File: src/rtl/mips_multicycle_control.sv
// Sequencing FSM for the multi-cycle MIPS datapath: decodes the IR opcode, steps each
// instruction through its states and drives all datapath enables and mux selects.
module mips_multicycle_control #(
   parameter int CNT_WIDTH = 32
) (
   input  logic                 clk,
   input  logic                 reset,
   input  logic [5:0]           opcode,
   input  logic                 mem_ready,
   output logic                 mem_req,
   output logic                 mem_write,
   output logic                 iord,
   output logic                 ir_write,
   output logic                 pc_write,
   output logic                 pc_write_eq,
   output logic                 pc_write_ne,
   output logic [1:0]           pc_source,
   output logic                 alu_src_a,
   output logic [1:0]           alu_src_b,
   output logic [2:0]           alu_op,
   output logic [1:0]           reg_dst,
   output logic [1:0]           mem_to_reg,
   output logic                 reg_write,
   output logic                 illegal_op,
   output logic [3:0]           state_out,
   output logic [CNT_WIDTH-1:0] instr_retired
);

   typedef enum logic [3:0] {
      S_IDLE   = 4'd0,
      S_FETCH  = 4'd1,
      S_DECODE = 4'd2,
      S_MEMADR = 4'd3,
      S_MEMRD  = 4'd4,
      S_MEMWB  = 4'd5,
      S_MEMWR  = 4'd6,
      S_REX    = 4'd7,
      S_RWB    = 4'd8,
      S_BRANCH = 4'd9,
      S_IEX    = 4'd10,
      S_IWB    = 4'd11,
      S_JUMP   = 4'd12
   } state_t;

   typedef struct packed {
      logic       mem_req;
      logic       mem_write;
      logic       iord;
      logic       ir_write;
      logic       pc_write;
      logic       pc_write_eq;
      logic       pc_write_ne;
      logic [1:0] pc_source;
      logic       alu_src_a;
      logic [1:0] alu_src_b;
      logic [2:0] alu_op;
      logic [1:0] reg_dst;
      logic [1:0] mem_to_reg;
      logic       reg_write;
   } ctrl_t;

   localparam logic [5:0] OP_RTYPE = 6'h00;
   localparam logic [5:0] OP_J     = 6'h02;
   localparam logic [5:0] OP_JAL   = 6'h03;
   localparam logic [5:0] OP_BEQ   = 6'h04;
   localparam logic [5:0] OP_BNE   = 6'h05;
   localparam logic [5:0] OP_ADDI  = 6'h08;
   localparam logic [5:0] OP_ANDI  = 6'h0C;
   localparam logic [5:0] OP_ORI   = 6'h0D;
   localparam logic [5:0] OP_LUI   = 6'h0F;
   localparam logic [5:0] OP_LW    = 6'h23;
   localparam logic [5:0] OP_SW    = 6'h2B;

   state_t               state_reg, state_next;
   logic [5:0]           op_q, op_next;
   ctrl_t                ctrl_reg, ctrl_next;
   logic                 illegal_reg, illegal_next;
   logic                 retire;
   logic [CNT_WIDTH-1:0] cnt_reg;

   // Moore control word for a given state; op is the opcode latched in DECODE.
   function automatic ctrl_t decode_ctrl(input state_t s, input logic [5:0] op);
      ctrl_t c;
      c = '0;
      case (s)
         S_FETCH: begin
            c.mem_req   = 1'b1;
            c.ir_write  = 1'b1;
            c.pc_write  = 1'b1;
            c.alu_src_b = 2'b01;
         end
         S_DECODE: c.alu_src_b = 2'b11;
         S_MEMADR: begin
            c.alu_src_a = 1'b1;
            c.alu_src_b = 2'b10;
         end
         S_MEMRD: begin
            c.mem_req = 1'b1;
            c.iord    = 1'b1;
         end
         S_MEMWB: begin
            c.mem_to_reg = 2'b01;
            c.reg_write  = 1'b1;
         end
         S_MEMWR: begin
            c.mem_req   = 1'b1;
            c.mem_write = 1'b1;
            c.iord      = 1'b1;
         end
         S_REX: begin
            c.alu_src_a = 1'b1;
            c.alu_op    = 3'b111;
         end
         S_RWB: begin
            c.reg_dst   = 2'b01;
            c.reg_write = 1'b1;
         end
         S_BRANCH: begin
            c.alu_src_a   = 1'b1;
            c.alu_op      = 3'b001;
            c.pc_source   = 2'b01;
            c.pc_write_eq = (op == OP_BEQ);
            c.pc_write_ne = (op == OP_BNE);
         end
         S_IEX: begin
            c.alu_src_a = 1'b1;
            c.alu_src_b = 2'b10;
            case (op)
               OP_ANDI: c.alu_op = 3'b010;
               OP_ORI:  c.alu_op = 3'b011;
               OP_LUI:  c.alu_op = 3'b100;
               default: c.alu_op = 3'b000;
            endcase
         end
         S_IWB: c.reg_write = 1'b1;
         S_JUMP: begin
            c.pc_source = 2'b10;
            c.pc_write  = 1'b1;
            if (op == OP_JAL) begin
               c.reg_dst    = 2'b10;
               c.mem_to_reg = 2'b10;
               c.reg_write  = 1'b1;
            end
         end
         default: c = '0;
      endcase
      return c;
   endfunction

   always_comb begin
      state_next   = state_reg;
      op_next      = (state_reg == S_DECODE) ? opcode : op_q;
      illegal_next = 1'b0;
      retire       = 1'b0;
      case (state_reg)
         S_IDLE:  state_next = S_FETCH;
         S_FETCH: if (mem_ready) state_next = S_DECODE;
         S_DECODE: begin
            case (opcode)
               OP_LW, OP_SW:                      state_next = S_MEMADR;
               OP_RTYPE:                          state_next = S_REX;
               OP_BEQ, OP_BNE:                    state_next = S_BRANCH;
               OP_ADDI, OP_ANDI, OP_ORI, OP_LUI:  state_next = S_IEX;
               OP_J, OP_JAL:                      state_next = S_JUMP;
               default: begin
                  state_next   = S_FETCH;
                  illegal_next = 1'b1;
               end
            endcase
         end
         S_MEMADR: state_next = (op_q == OP_LW) ? S_MEMRD : S_MEMWR;
         S_MEMRD:  if (mem_ready) state_next = S_MEMWB;
         S_MEMWR: begin
            if (mem_ready) begin
               state_next = S_FETCH;
               retire     = 1'b1;
            end
         end
         S_REX: state_next = S_RWB;
         S_IEX: state_next = S_IWB;
         S_MEMWB, S_RWB, S_BRANCH, S_IWB, S_JUMP: begin
            state_next = S_FETCH;
            retire     = 1'b1;
         end
         default: state_next = S_IDLE;
      endcase
      ctrl_next = decode_ctrl(state_next, op_next);
   end

   always_ff @(posedge clk or negedge reset) begin
      if (!reset) begin
         state_reg   <= S_IDLE;
         op_q        <= '0;
         ctrl_reg    <= '0;
         illegal_reg <= 1'b0;
         cnt_reg     <= '0;
      end else begin
         state_reg   <= state_next;
         op_q        <= op_next;
         ctrl_reg    <= ctrl_next;
         illegal_reg <= illegal_next;
         if (retire)
            cnt_reg <= cnt_reg + CNT_WIDTH'(1);
      end
   end

   // ir_write is only set in FETCH, so it doubles as the "in FETCH" qualifier for pc_write.
   assign ir_write      = ctrl_reg.ir_write & mem_ready;
   assign pc_write      = ctrl_reg.pc_write & (mem_ready | ~ctrl_reg.ir_write);
   assign mem_req       = ctrl_reg.mem_req;
   assign mem_write     = ctrl_reg.mem_write;
   assign iord          = ctrl_reg.iord;
   assign pc_write_eq   = ctrl_reg.pc_write_eq;
   assign pc_write_ne   = ctrl_reg.pc_write_ne;
   assign pc_source     = ctrl_reg.pc_source;
   assign alu_src_a     = ctrl_reg.alu_src_a;
   assign alu_src_b     = ctrl_reg.alu_src_b;
   assign alu_op        = ctrl_reg.alu_op;
   assign reg_dst       = ctrl_reg.reg_dst;
   assign mem_to_reg    = ctrl_reg.mem_to_reg;
   assign reg_write     = ctrl_reg.reg_write;
   assign illegal_op    = illegal_reg;
   assign state_out     = state_reg;
   assign instr_retired = cnt_reg;

endmodule

File: config.mk
export PLATFORM = sky130hd
export DESIGN_NAME = mips_multicycle_control
export DESIGN_NICKNAME = d
export VERILOG_FILES = /design/src/rtl/mips_multicycle_control.sv
export SDC_FILE = /design/constraint.sdc
export NUM_CORES = 1
export LEC_CHECK = 0
export ABC_AREA = 0
export CORE_MARGIN = 1
export CORE_UTILIZATION = 57
export CTS_BUF_LIST = sky130_fd_sc_hd__clkbuf_8
export DETAILED_ROUTE_END_ITERATION = 12
export PLACE_DENSITY = 0.88
export SETUP_SLACK_MARGIN = 0.2
export SLEW_MARGIN = 20
export SYNTH_ARGS = -nofsm -noshare
export SYNTH_HDL_FRONTEND = slang
export SYNTH_SLANG_ARGS = --single-unit
File: constraint.sdc
create_clock -name clk -period 2.95 [get_ports clk]
set_input_delay 0.295 -clock clk [delete_from_list [all_inputs] [get_ports clk]]
set_output_delay 0.295 -clock clk [all_outputs]
set_load 0.05 [all_outputs]
# Yosys cells after proc, flatten, opt, wreduce, memory -nomap -nowiden
# Cells that the tools add are included.
# word_totals
out_inout_bits	57
ff_bits	63
# classes
reduce_logical	15
n_eq_ne	41
n_bitwise	4
n_mux	26
add_sub_neg	1
# op_table
op	n
$eq 6x4->1 const B	7
$eq 4x4->1 const B	10
$add 32x1->32 const B	1
$eq 4x3->1 const B	8
$pmux 4 s8	1
$eq 6x3->1 const B	4
$pmux 4 s5	1
$eq 6x2->1 const B	3
$eq 6x6->1 const B	3
$pmux 3 s3	2
$eq 4x2->1 const B	4
$mux 4	3
$pmux 2 s2	3
$reduce_or 2->1	6
$reduce_or 11->1	1
$mux 1	9
$eq 4x1->1 const B	2
$reduce_or 4->1	2
$logic_not 6->1	1
$mux 6	1
$pmux 2 s3	1
$reduce_or 3->1	2
$reduce_or 6->1	1
$mux 5	1
other kinds (7)	10

# Logic depth before layout (Yosys ltp)
# logic_depth
ltp_word	7
depth_mapped	8
mapped_depth_nobuf	7

# Worst setup path before layout
# No wires, ideal clock.
# synth_path
path_kind	reg-to-reg
start	register state_reg[1], in the netlist state_out[1]
end	register cnt_reg[20], in the netlist instr_retired[20]
arrival_time_ps	2220
setup_slack_ps	648
path_stages_with_launch	8
path_cell_list	dfrtp_1 buf_4 nand3b_1 a21o_1 a21bo_4 or4_4 nor3_2 xor2_1
# synth_via
elab_chain_cells	3
word_cells_on_any_way	8
cone_classes	eq/ne (6); mux (1); reduce/logical (1)
# synth_lines
element	line_no	rtl
from (decl)	74	state_t state_reg, state_next;
from (signal assigned)	198	state_reg <= state_next;
$eq 4x3->1 / $eq 4x4->1 (equally long branches)	155	case (state_reg)
$reduce_or 5->1	-	
$pmux 1 s2 *	155	
to (signal assigned)	203	cnt_reg <= cnt_reg + CNT_WIDTH'(1);
to (decl)	79	logic [CNT_WIDTH-1:0] cnt_reg;
# Mark *: on every way between the ends. The rest lies on a longest branch, timed or not.
# A chain may end at the register's enable or synchronous reset.

# Worst setup path in the final report
# layout_path
start	input mem_ready
end	output pc_write
# layout_via
elab_chain_cells	2
# layout_lines
element	line_no	rtl
from (decl)	9	input logic mem_ready,
$or 1x1->1	209	assign pc_write = ctrl_reg.pc_write & (mem_ready | ~ctrl_reg.ir_write);
$and 1x1->1	209	
to (decl)	14	output logic pc_write,
# No other way between the ends.

==> summary.txt <==
Outcome
  • Outcome: finished, final reports clean

Detailed routing
  • Routed WL: roughly 6.7 mm
  • First-pass detailed-route iteration total: 4
  • Residual DRC: 0
  • Avg Vias per Cell: roughly 5.7
  • Vias: about 2400
  • DR WL/cell: 15.63 um
  • Antenna viol nets, final: 0
  • DR iter-0 viols: 260

Critical path
  • CP Buf/Inv Count: 3
  • End of the critical path: pc_write
  • Crit-path max cell delay: roughly 0.84 ns
  • Crit Path Class: in -> out
  • CP Launch Type: input pin
  • Capture point of the worst reg-to-reg path: reg_write
  • Worst path cell trace: clkdlybuf4s50_1, inv_1, a21boi_0, clkdlybuf4s50_1
  • CP startpoint: mem_ready
  • Stages on the worst setup path: 4
  • Reg-to-Reg Start: state_out[2]
  • WP data required: approximately 2.7 ns
  • Crit path max fanout: 9
  • Reg2reg path depth: 6
  • CP delay by family, top: buffers and inverters
  • Crit path DAT: roughly 2.1 ns
  • Slowest CP cell: clkdlybuf4s50_1
  • R2R setup slack: 0.61 ns
  • Crit path top cell by count: clkdlybuf4s50_1
  • Crit. End Element: output port

Timing
  • Max Slew Vio Count: 0
  • Min cycle time layout: 2.361 ns
  • Setup TNS: 0 ns
  • Final setup viols: 0
  • Slew HR: 0.6003
  • Fin. Hold Viols: 0
  • Clk_skew: roughly 0.0097 ns
  • RSZ-0062 raised after global routing: no
  • Final period utilization: 0.8002
  • Worst slew pin tran: roughly 0.59 ns
  • FMAX: 0.4236 GHz

Pwr
  • Power share of the combinational group: 0.410
  • Lkg Pwr: approximately 1.7 nW
  • Power density cells: approximately 840 nW/um2
  • Clock share of power: 0.224
  • NetSw: 0.001373 W
  • Register share of total power: 0.366
  • Int Pwr: 0.001913 W
  • Switching power share of the total: 0.4178
  • VDD IR max: roughly 670 uV

Synth
  • Netlist cell types: between 50 and 60
  • Xor and xnor area share after synthesis: 0.08825
  • Seq/Total Area, Yosys: 0.5124
  • Largest family of logic cells by synthesized area: simple AND/OR/NAND/NOR gates
  • Post-synth EDFFs: 0
  • Ys Warns: 0
  • Mapped Cells: between 200 and 300
  • #FFs+latches synth: between 60 and 70
  • Post-Syn Nets: 303
  • Async SR Flop Fraction: 1.000
  • Compound-Gate Fraction of Synth Area: 0.08581
  • Ys flop type: dfrtp_1
  • Mapped Area: a little over 3000 um2
  • Post-Synth Simple-Gate Area: 0.2261
  • Synthesized area per cell: ~11 um2
  • Mux share of post-synthesis cell area: 0.02196
  • Synth Area in Adders: 0.004067

Floorplanning
  • Boundary Pins: between 60 and 70
  • Starting Density: 0.5986
  • Die ar.: roughly 5700 um2
  • Cell Rows: 26
  • Total core area: around 5000 um2
  • Die Width: about 75 um
  • Die Span Y: 75.47 um

Placement
  • GPL Wtd Cong: 0.9430
  • Number of port buffers: 65
  • HPWL after detailed placement: between 4 and 5 mm

Finish
  • Ratio of cells with drive above 1 in the final layout: 0.1036
  • Area Overhead vs Synth: 27.04%
  • Max reg flops: 32
  • Number of inserted diodes: 0
  • Net count, final: approximately 360
  • Post-route core utilization: 0.7605

Worst hold path
  • Hold Crit Class: in -> async

GRT
  • GRT Util Overall: 0.2586
  • First-pass GRT wire length: approximately 11 mm
  • Grt total ovfl: 0
  • Pin count of the biggest net entering global routing: 40
  • Vias in the first global route: 2255
  • Initial antenna violation count: 0

CTS
  • CTS Sinks: 63
  • Max clock buf depth: 2
  • CTS tree: done
  • Root Buffer: clkbuf_8
  • Clk slew on worst S/H paths: approximately 0.07 ns
  • Htree depth: 3
  • Num CTS Buffers: 9
  • Post-CTS Setup Bufs: 0
  • Worst-skew pair later-pin latency: around 0.33 ns

Job
  • Max-cap violation count: 0
synthesized netlist by cell type (5+ instances only):
library cell  instances  area share
o21ai_0               6      0.0098
a21oi_1              10       0.016
nand4_1               7       0.014
clkbuf_1              5      0.0061
and3_1                9       0.018
xor2_1               12       0.034
nor2_1               19       0.023
inv_1                10       0.012
nand2_1              20       0.024
mux2_2                6       0.022
dfrtp_1              63        0.51
nand3_1              19       0.031
xnor2_1              19       0.054
buf_4                12       0.029
layer usage:
layer | GRT usage | up-vias | wire, um
li1 | - | 1140 | -
met1 | 0.3441 | 1186 | 2952
met2 | 0.4147 | 83 | 3257
met3 | 0.05291 | 10 | 373
met4 | 0.1111 | 0 | 93
met5 | 0 | - | 0
area by class of cell:
class                   instances  area, um2
well taps                      70      87.58
inverters                      10      37.54
fillers                       369       1231
clock inverters                 7      72.57
repair buffers                 71      693.2
flip-flops and latches         63       1577
clock buffers                   9      123.9
multi-input cells             197       1318
repair_timing:
item,in CTS,in global routing
endpoints found under the hold margin,9,0
hold buffers,1,0
gates resized for setup,0,0
layout by cell type (no fill, tap or decap), types with 3 or more instances in the layout:
master and n:
nor4b_1 3, nor3_1 3, nand4_1 7, a21o_1 3, nand3b_1 4, nand3_1 19, mux2_2 6, a21oi_1 10
nor2b_1 3, inv_1 10, xnor2_1 19, or3_1 3, clkbuf_8 9, clkdlybuf4s50_1 64, nand2_1 20, buf_4 5
a31oi_1 4, nor2_1 19, dfrtp_1 63, or2b_1 3, o21ai_0 6, nand2b_1 4, xor2_1 12, and4_1 3
and3_1 9
power groups by stage:
stage | logic (W) | clock network (W) | registers (W)
after CTS | 0.00134 | 0.000745 | 0.00120
after global placement | 0.00132 | 0 | 0.00121
after detailed placement | 0.00134 | 0 | 0.00122
after floorplan | 0.000762 | 0 | 0.00143
after global routing | 0.00144 | 0.000782 | 0.00123
final | 0.00135 | 0.000736 | 0.00120
kinds of logic (layout without fill, tap and decap cells):
group           count (synthesis)  count (layout)
xor+xnor                       31              31
simple gates                  120             120
fa+ha+maj                       1               1
mux                             6               6
buf+inv                        33              97
flops                          63              63
compound gates                 39              39
stage by stage:
| step | setup slack [ns] | power, W | cell area, um2 | hold slack [ns] | instances |
|---|---|---|---|---|---|
| 2_1_floorplan | 0.6481 | 0.002190 | 3077 | -0.0005911 | 293 |
| 3_3_place_gp | 0.5005 | 0.002531 | 3702 | 0.1604 | 410 |
| 3_5_place_dp | 0.4042 | 0.002556 | 3702 | 0.1600 | 410 |
| 4_1_cts | 0.5994 | 0.003294 | 3909 | 0.3489 | 427 |
| 5_1_grt | 0.4474 | 0.003456 | 3909 | 0.3604 | 427 |
| 6_report | 0.5895 | 0.003286 | 3909 | 0.3521 | 427 |
how the worst min path moves through the flow:
stage / cells after the start / from / slack (ns) / to
4_1_cts: 2 / reset / 0.35 / state_out[3]
5_1_grt: 2 / reset / 0.36 / iord
3_5_place_dp: 1 / reset / 0.16 / reg_write
2_1_floorplan: 0 / reset / -0.0006 / alu_op[0]
3_3_place_gp: 1 / reset / 0.16 / reg_write
6_report: 2 / reset / 0.35 / pc_source[1]
Note: power is estimated with default switching activity, not from simulation.
